## src/rtl/linear_diffusion_layer.sv

```systemverilog
// Ascon p_L linear diffusion layer: combinational result plus a 1-cycle registered copy with valid.
// Optional redundant p_L with sticky mismatch flag when ASCON_LDL_ERRDET_EN is defined.
package ascon_pkg;
  typedef logic [4:0][63:0] ascon_state_t;
endpackage

module linear_diffusion_layer
  import ascon_pkg::*;
(
  input  logic         clk_i,
  input  logic         rst_ni,
  input  logic         valid_i,
  input  ascon_state_t state_array_i,
  output ascon_state_t state_array_o,
  output ascon_state_t state_q_o,
  output logic         valid_o,
  output logic         err_o
);

  localparam int unsigned ROT_A [5] = '{19, 61, 1, 10, 7};
  localparam int unsigned ROT_B [5] = '{28, 39, 6, 17, 41};

  function automatic logic [63:0] ror(input logic [63:0] w, input int unsigned n);
    return (w >> n) | (w << (64 - n));
  endfunction

  ascon_state_t pl_state;
  ascon_state_t state_q;
  logic         valid_q;

  always_comb begin
    pl_state = '0;
    for (int unsigned i = 0; i < 5; i++) begin
      pl_state[i] = state_array_i[i] ^ ror(state_array_i[i], ROT_A[i])
                                     ^ ror(state_array_i[i], ROT_B[i]);
    end
  end

  assign state_array_o = pl_state;

  always_ff @(posedge clk_i) begin
    if (!rst_ni) begin
      state_q <= '0;
      valid_q <= 1'b0;
    end else begin
      valid_q <= valid_i;
      if (valid_i) state_q <= pl_state;
    end
  end

  assign state_q_o = state_q;
  assign valid_o   = valid_q;

`ifdef ASCON_LDL_ERRDET_EN
  // Rotates written as slice concatenations so this copy shares no structure with pl_state.
  (* keep = "true", dont_touch = "true" *) ascon_state_t red_state;
  logic err_q;

  always_comb begin
    red_state    = '0;
    red_state[0] = state_array_i[0] ^ {state_array_i[0][18:0], state_array_i[0][63:19]}
                                     ^ {state_array_i[0][27:0], state_array_i[0][63:28]};
    red_state[1] = state_array_i[1] ^ {state_array_i[1][60:0], state_array_i[1][63:61]}
                                     ^ {state_array_i[1][38:0], state_array_i[1][63:39]};
    red_state[2] = state_array_i[2] ^ {state_array_i[2][0],    state_array_i[2][63:1]}
                                     ^ {state_array_i[2][5:0],  state_array_i[2][63:6]};
    red_state[3] = state_array_i[3] ^ {state_array_i[3][9:0],  state_array_i[3][63:10]}
                                     ^ {state_array_i[3][16:0], state_array_i[3][63:17]};
    red_state[4] = state_array_i[4] ^ {state_array_i[4][6:0],  state_array_i[4][63:7]}
                                     ^ {state_array_i[4][40:0], state_array_i[4][63:41]};
  end

  always_ff @(posedge clk_i) begin
    if (!rst_ni) begin
      err_q <= 1'b0;
    end else if (valid_i && (red_state != pl_state)) begin
      err_q <= 1'b1;
    end
  end

  assign err_o = err_q;
`else
  assign err_o = 1'b0;
`endif

endmodule

```

## config.mk

```make
export PLATFORM = sky130hd
export DESIGN_NAME = linear_diffusion_layer
export DESIGN_NICKNAME = d
export VERILOG_FILES = /design/src/rtl/linear_diffusion_layer.sv
export SDC_FILE = /design/constraint.sdc
export NUM_CORES = 1
export LEC_CHECK = 0
export BUFFER_PORTS_ARGS = -buffer_cell sky130_fd_sc_hd__buf_4
export CORE_AREA = 2 2 374 376
export CTS_CLUSTER_SIZE = 14
export DETAILED_ROUTE_END_ITERATION = 16
export DIE_AREA = 0 0 376 378
export GPL_ROUTABILITY_DRIVEN = 1
export PLACE_DENSITY = 0.34
export SYNTH_ARGS = -nofsm -noshare
export SYNTH_HDL_FRONTEND = slang
export SYNTH_SLANG_ARGS = --single-unit
```

## constraint.sdc

```tcl
create_clock -name clk_i -period 2 [get_ports clk_i]
set_input_delay 0.3 -clock clk_i [delete_from_list [all_inputs] [get_ports clk_i]]
set_output_delay 0.3 -clock clk_i [all_outputs]
set_load 0.05 [all_outputs]
```

# Word level (Yosys, flattened, before mapping)
# Cells that the tools add are included.
[op_classes]
add_sub_neg = 0
reduce_logical = 0
eq_ne = 0
mux = 0
shifts = 0
div_mod_pow = 0
bitwise_logic = 20
n_mul = 0
order_cmp = 0
[ops]
columns = ["operator", "count"]
rows = [
  ["XOR 64 bit", 10],
  ["bitwise OR 23 x 64 -> 64 bit", 1],
  ["bitwise OR 25 x 64 -> 64 bit", 1],
  ["bitwise OR 3 x 64 -> 64 bit", 1],
  ["bitwise OR 36 x 64 -> 64 bit", 1],
  ["bitwise OR 45 x 64 -> 64 bit", 1],
  ["bitwise OR 47 x 64 -> 64 bit", 1],
  ["bitwise OR 54 x 64 -> 64 bit", 1],
  ["bitwise OR 57 x 64 -> 64 bit", 1],
  ["bitwise OR 58 x 64 -> 64 bit", 1],
  ["bitwise OR 63 x 64 -> 64 bit", 1],
]
[word_totals]
ram_bits = 0
memories = 0
ff_bits = 321
in_bits = 323
latchBits = 0
romBits = 0

# Longest topological paths before layout
[depth]
ltp_word = 3
ltp_mapped = 5
mapped_depth_nobuf = 3

# Worst setup path before layout
# Ideal clock, no wire load.
[synth_path]
kind = "input -> register"
from = "input port state_array_i[19] in the netlist's numbering"
to = "register state_q (netlist bit state_q_o[0])"
t_required_ns = 1.934
path_slack_ns = 0.680
path_stages = 3
n_path_buf = 0
setup_time_ns = 0.066
arrival_ns = 1.255
path_cell_list = "xor3_1 mux2i_1 nor2b_1"
[synth_via]
elab_chain_len = 3
[synth_lines]
columns = ["item", "line", "rtl"]
rows = [
  ["start: declaration", "13", "input ascon_state_t state_array_i,"],
  ["bitwise OR 45 x 64 -> 64 bit", "24", "return (w >> n) | (w << (64 - n));"],
  ["XOR 64 bit", "34", "pl_state[i] = state_array_i[i] ^ ror(state_array_i[i], ROT_A[i])"],
  ["XOR 64 bit", "35", "^ ror(state_array_i[i], ROT_B[i]);"],
  ["end signal: assignment", "47", "if (valid_i) state_q <= pl_state;"],
  ["end: declaration", "28", "ascon_state_t state_q;"],
]
# No other way between the ends.
# A chain may end at the register's enable or synchronous reset.

# Worst setup path in the final report
[layout_path]
from = "register state_q (netlist bit state_q_o[9])"
to = "output port state_q_o[9] in the netlist's numbering"
[layout_rtl]
columns = ["item", "line", "rtl"]
rows = [
  ["end: declaration", "15", "output ascon_state_t state_q_o,"],
]
# No word-level cell between the ends.

==> flow_metrics.py <==
metrics = {
    "yosys": {
        "synth-warning-count": 0,
        "syn_nets": 1679,
        "yosysTopAreaCellShare_pct": 31.9,
        "async_flop_share_pct": 0,
        "syn_avg_cell_area_um2": 14.9,
        "synth_area_leaders": "dfxtp_1 (32%), xor3_1 (29%), mux2i_1 (16%)",
        "synth.most_common_cell": "dfxtp_1",
        "yosys.area.top_type": "dfxtp_1",
        "synthDistinctLibCells": 12,
        "synth.yosys.seq_area_share_pct": 31.9,
        "synthCells": 1356,
        "ys.flop_type": "dfxtp_1",
        "ys_top_cells_by_count": "dfxtp_1 (321), mux2i_1 (320), nor2b_1 (320)",
        "ys_ff_latch": 321,
        "synth_edf_count": 0,
        "syn-cell-area_um2": 20200,
    },
    "critical_path": {
        "critPathArrivalTime_ns": 1.39,
        "crit_path_start": "state_q_o[9]$_SDFFE_PN0P_",
        "path_max_fanout": 2,
        "r2r-start": "state_q_o[9]$_SDFFE_PN0P_",
        "r2r_setup_slack_ns": 1.16,
        "crit_end": "state_q_o[9]",
        "cpMaxStageDelayCell": "dfxtp_1",
        "critical_path_buf_inv_count": 1,
        "crit_family": "flip-flops",
        "path_depth": 1,
        "required_ns": 1.70,
        "r2r_cells": 2,
        "path_cells": "buf_4",
        "end_kind": "output pin",
        "max_stage_delay_ns": 0.50,
        "crit_type": "register to output pin",
        "r2r-end": "state_q_o[9]$_SDFFE_PN0P_",
        "startpoint_type": "register",
    },
    "drt": {
        "wl_met1_um": 41200,
        "wl_per_cell_um": 25.4,
        "viasPerCell": 3.51,
        "routed_wl_um": 106000,
        "wl_met2_um": 51700,
        "highest_layer": "met4",
        "drc": 0,
        "wl_met3_um": 9020,
        "antenna_left": 0,
        "drt_iter0_markers": 502,
        "drt_pass1_iterations": 4,
        "vias": 14670,
    },
    "grt": {
        "grt_first_pass_wirelength_um": 138000,
        "grt_use_total_pct": 14.1,
        "antenna_found_initial": 3,
        "first_global_vias": 15540,
        "overflow": 0,
        "grt_max_degree": 109,
    },
    "die": {
        "row_count": 137,
        "die_h_um": 378,
        "start_util_pct": 14.6,
        "coreArea_um2": 139000,
        "die_x_um": 376,
        "pin_count": 965,
        "dieArea_um2": 142000,
    },
    "finish": {
        "syn2layout_area_growth_pct": 52.4,
        "design_area_um2": 30700,
        "nNetsFinal": 2655,
        "drive_gt1_share_pct": 48.3,
        "instances_no_fill": 4177,
    },
    "sta": {
        "skew_ns": 0,
        "final-hold-violation-count": 0,
        "relSlewSlack_pct": 64.4,
        "fin_crit_sh_pct": 84.3,
        "rsz0062_at_grt": "false",
        "finalMaxSlewViolations": 0,
        "max_freq_mhz": 593,
        "worst_pin_slew_ns": 0.534,
        "fin_setup_tns_ns": 0,
        "setup_viol": 0,
        "timing.final.crit_period_ns": 1.69,
    },
    "pwr": {
        "peakVddDrop_mv": 0.593,
        "p_leak_nw": 15.7,
        "power_mw": 29.7,
        "power.density_nw_per_um2": 966,
    },
    "placement": {
        "dp_hpwl_um": 89600,
        "placed_area_um2": 29300,
        "dp.cells": 4088,
        "portBuffers": 963,
        "gp_congestion": 0.952,
    },
    "status": {
        "outcome": "complete, no violations",
    },
    "worst_hold_path": {
        "worstHoldPathType": "input pin to register",
    },
    "clocking": {
        "cts_tree": "done",
        "clock_sinks": 321,
        "clk_latency_ns": 0.61,
        "cts_resized": 0,
        "clockBufferDepth": 3,
        "h-tree-depth": 2,
        "cts_made_buffers": 48,
        "clk_pin_slew_ns": 0.06,
        "cts_root_buffer": "clkbuf_16",
    },
    "run": {
        "cap_violations": 0,
    },
}
## state kept, by name, summed over array words and instances, names as in the netlist
register / flops
valid_o: 1
state_q_o: 320
## how the worst min path moves through the flow
stage | from | end | cells past startpoint | slack [ns]
3_5_place_dp | state_q_o[130]$_SDFFE_PN0P_ | state_q_o[130]$_SDFFE_PN0P_ | 2 | 0.50
2_1_floorplan | rst_ni | state_q_o[63]$_SDFFE_PN0P_ | 3 | 0.74
3_3_place_gp | state_q_o[281]$_SDFFE_PN0P_ | state_q_o[281]$_SDFFE_PN0P_ | 2 | 0.50
5_1_grt | state_array_i[23] | state_q_o[59]$_SDFFE_PN0P_ | 4 | 0.16
6_report | state_array_i[270] | state_q_o[270]$_SDFFE_PN0P_ | 4 | 0.16
4_1_cts | state_array_i[270] | state_q_o[270]$_SDFFE_PN0P_ | 4 | 0.1
## cells in the final DEF (no fill, tap or decap), types with 8 or more instances in the layout
master	n
clkbuf_1	15
xor3_2	75
buf_4	984
xor3_1	245
nor2b_1	320
mux2i_1	320
clkbuf_8	8
buf_12	12
clkbuf_16	48
dfxtp_1	321
clkinv_2	14
## layout make-up
class | instances | area, µm²
fill | 14985 | 108000
tap | 1807 | 2260
clock inverter | 17 | 103
sequential | 321 | 6430
clock buffer | 70 | 1350
antenna | 1 | 2.50
timing repair buffer | 999 | 7670
multi-input combinational | 962 | 12900
## logic make-up (layout without fill, tap and decap cells)
family / after synthesis / in the layout / synth area share (%)
mux: 320 / 320 / 15.9
other cells: 1 / 2 / 0.0186
xor+xnor: 320 / 320 / 38.2
buf+inv: 73 / 1086 / 4.09
simple gates: 321 / 321 / 9.96
flops: 321 / 321 / 31.9
## repair_timing
action,CTS,global route
setup buffers,0,0
hold endpoints to repair,12,0
hold buffers,1,0
## metal layers
metal  track usage (%)  up-vias
met2              24.0      591
met3              5.08      132
met4              5.46        0
met1              16.0     7263
met5                 0        -
li1                  -     6684
## through the flow
stage | utilization (%) | setup slack [ns] | hold slack [ns]
2_1_floorplan | - | 0.680 | 0.736
3_3_place_gp | 21.1 | 0.276 | 0.501
3_5_place_dp | 21.1 | 0.282 | 0.504
4_1_cts | 22.2 | 0.270 | 0.0967
5_1_grt | 22.2 | 0.248 | 0.163
6_report | 22.2 | 0.315 | 0.156
## report_power, final
part	internal (mW)	leakage [nW]	switching (mW)	total, mW
registers	7.02	2.65	0.381	7.40
logic	4.86	12.4	9.25	14.1
clock network	4.67	0.726	3.48	8.16
total	16.6	15.7	13.1	29.7
(Power assumes the default switching activity.)
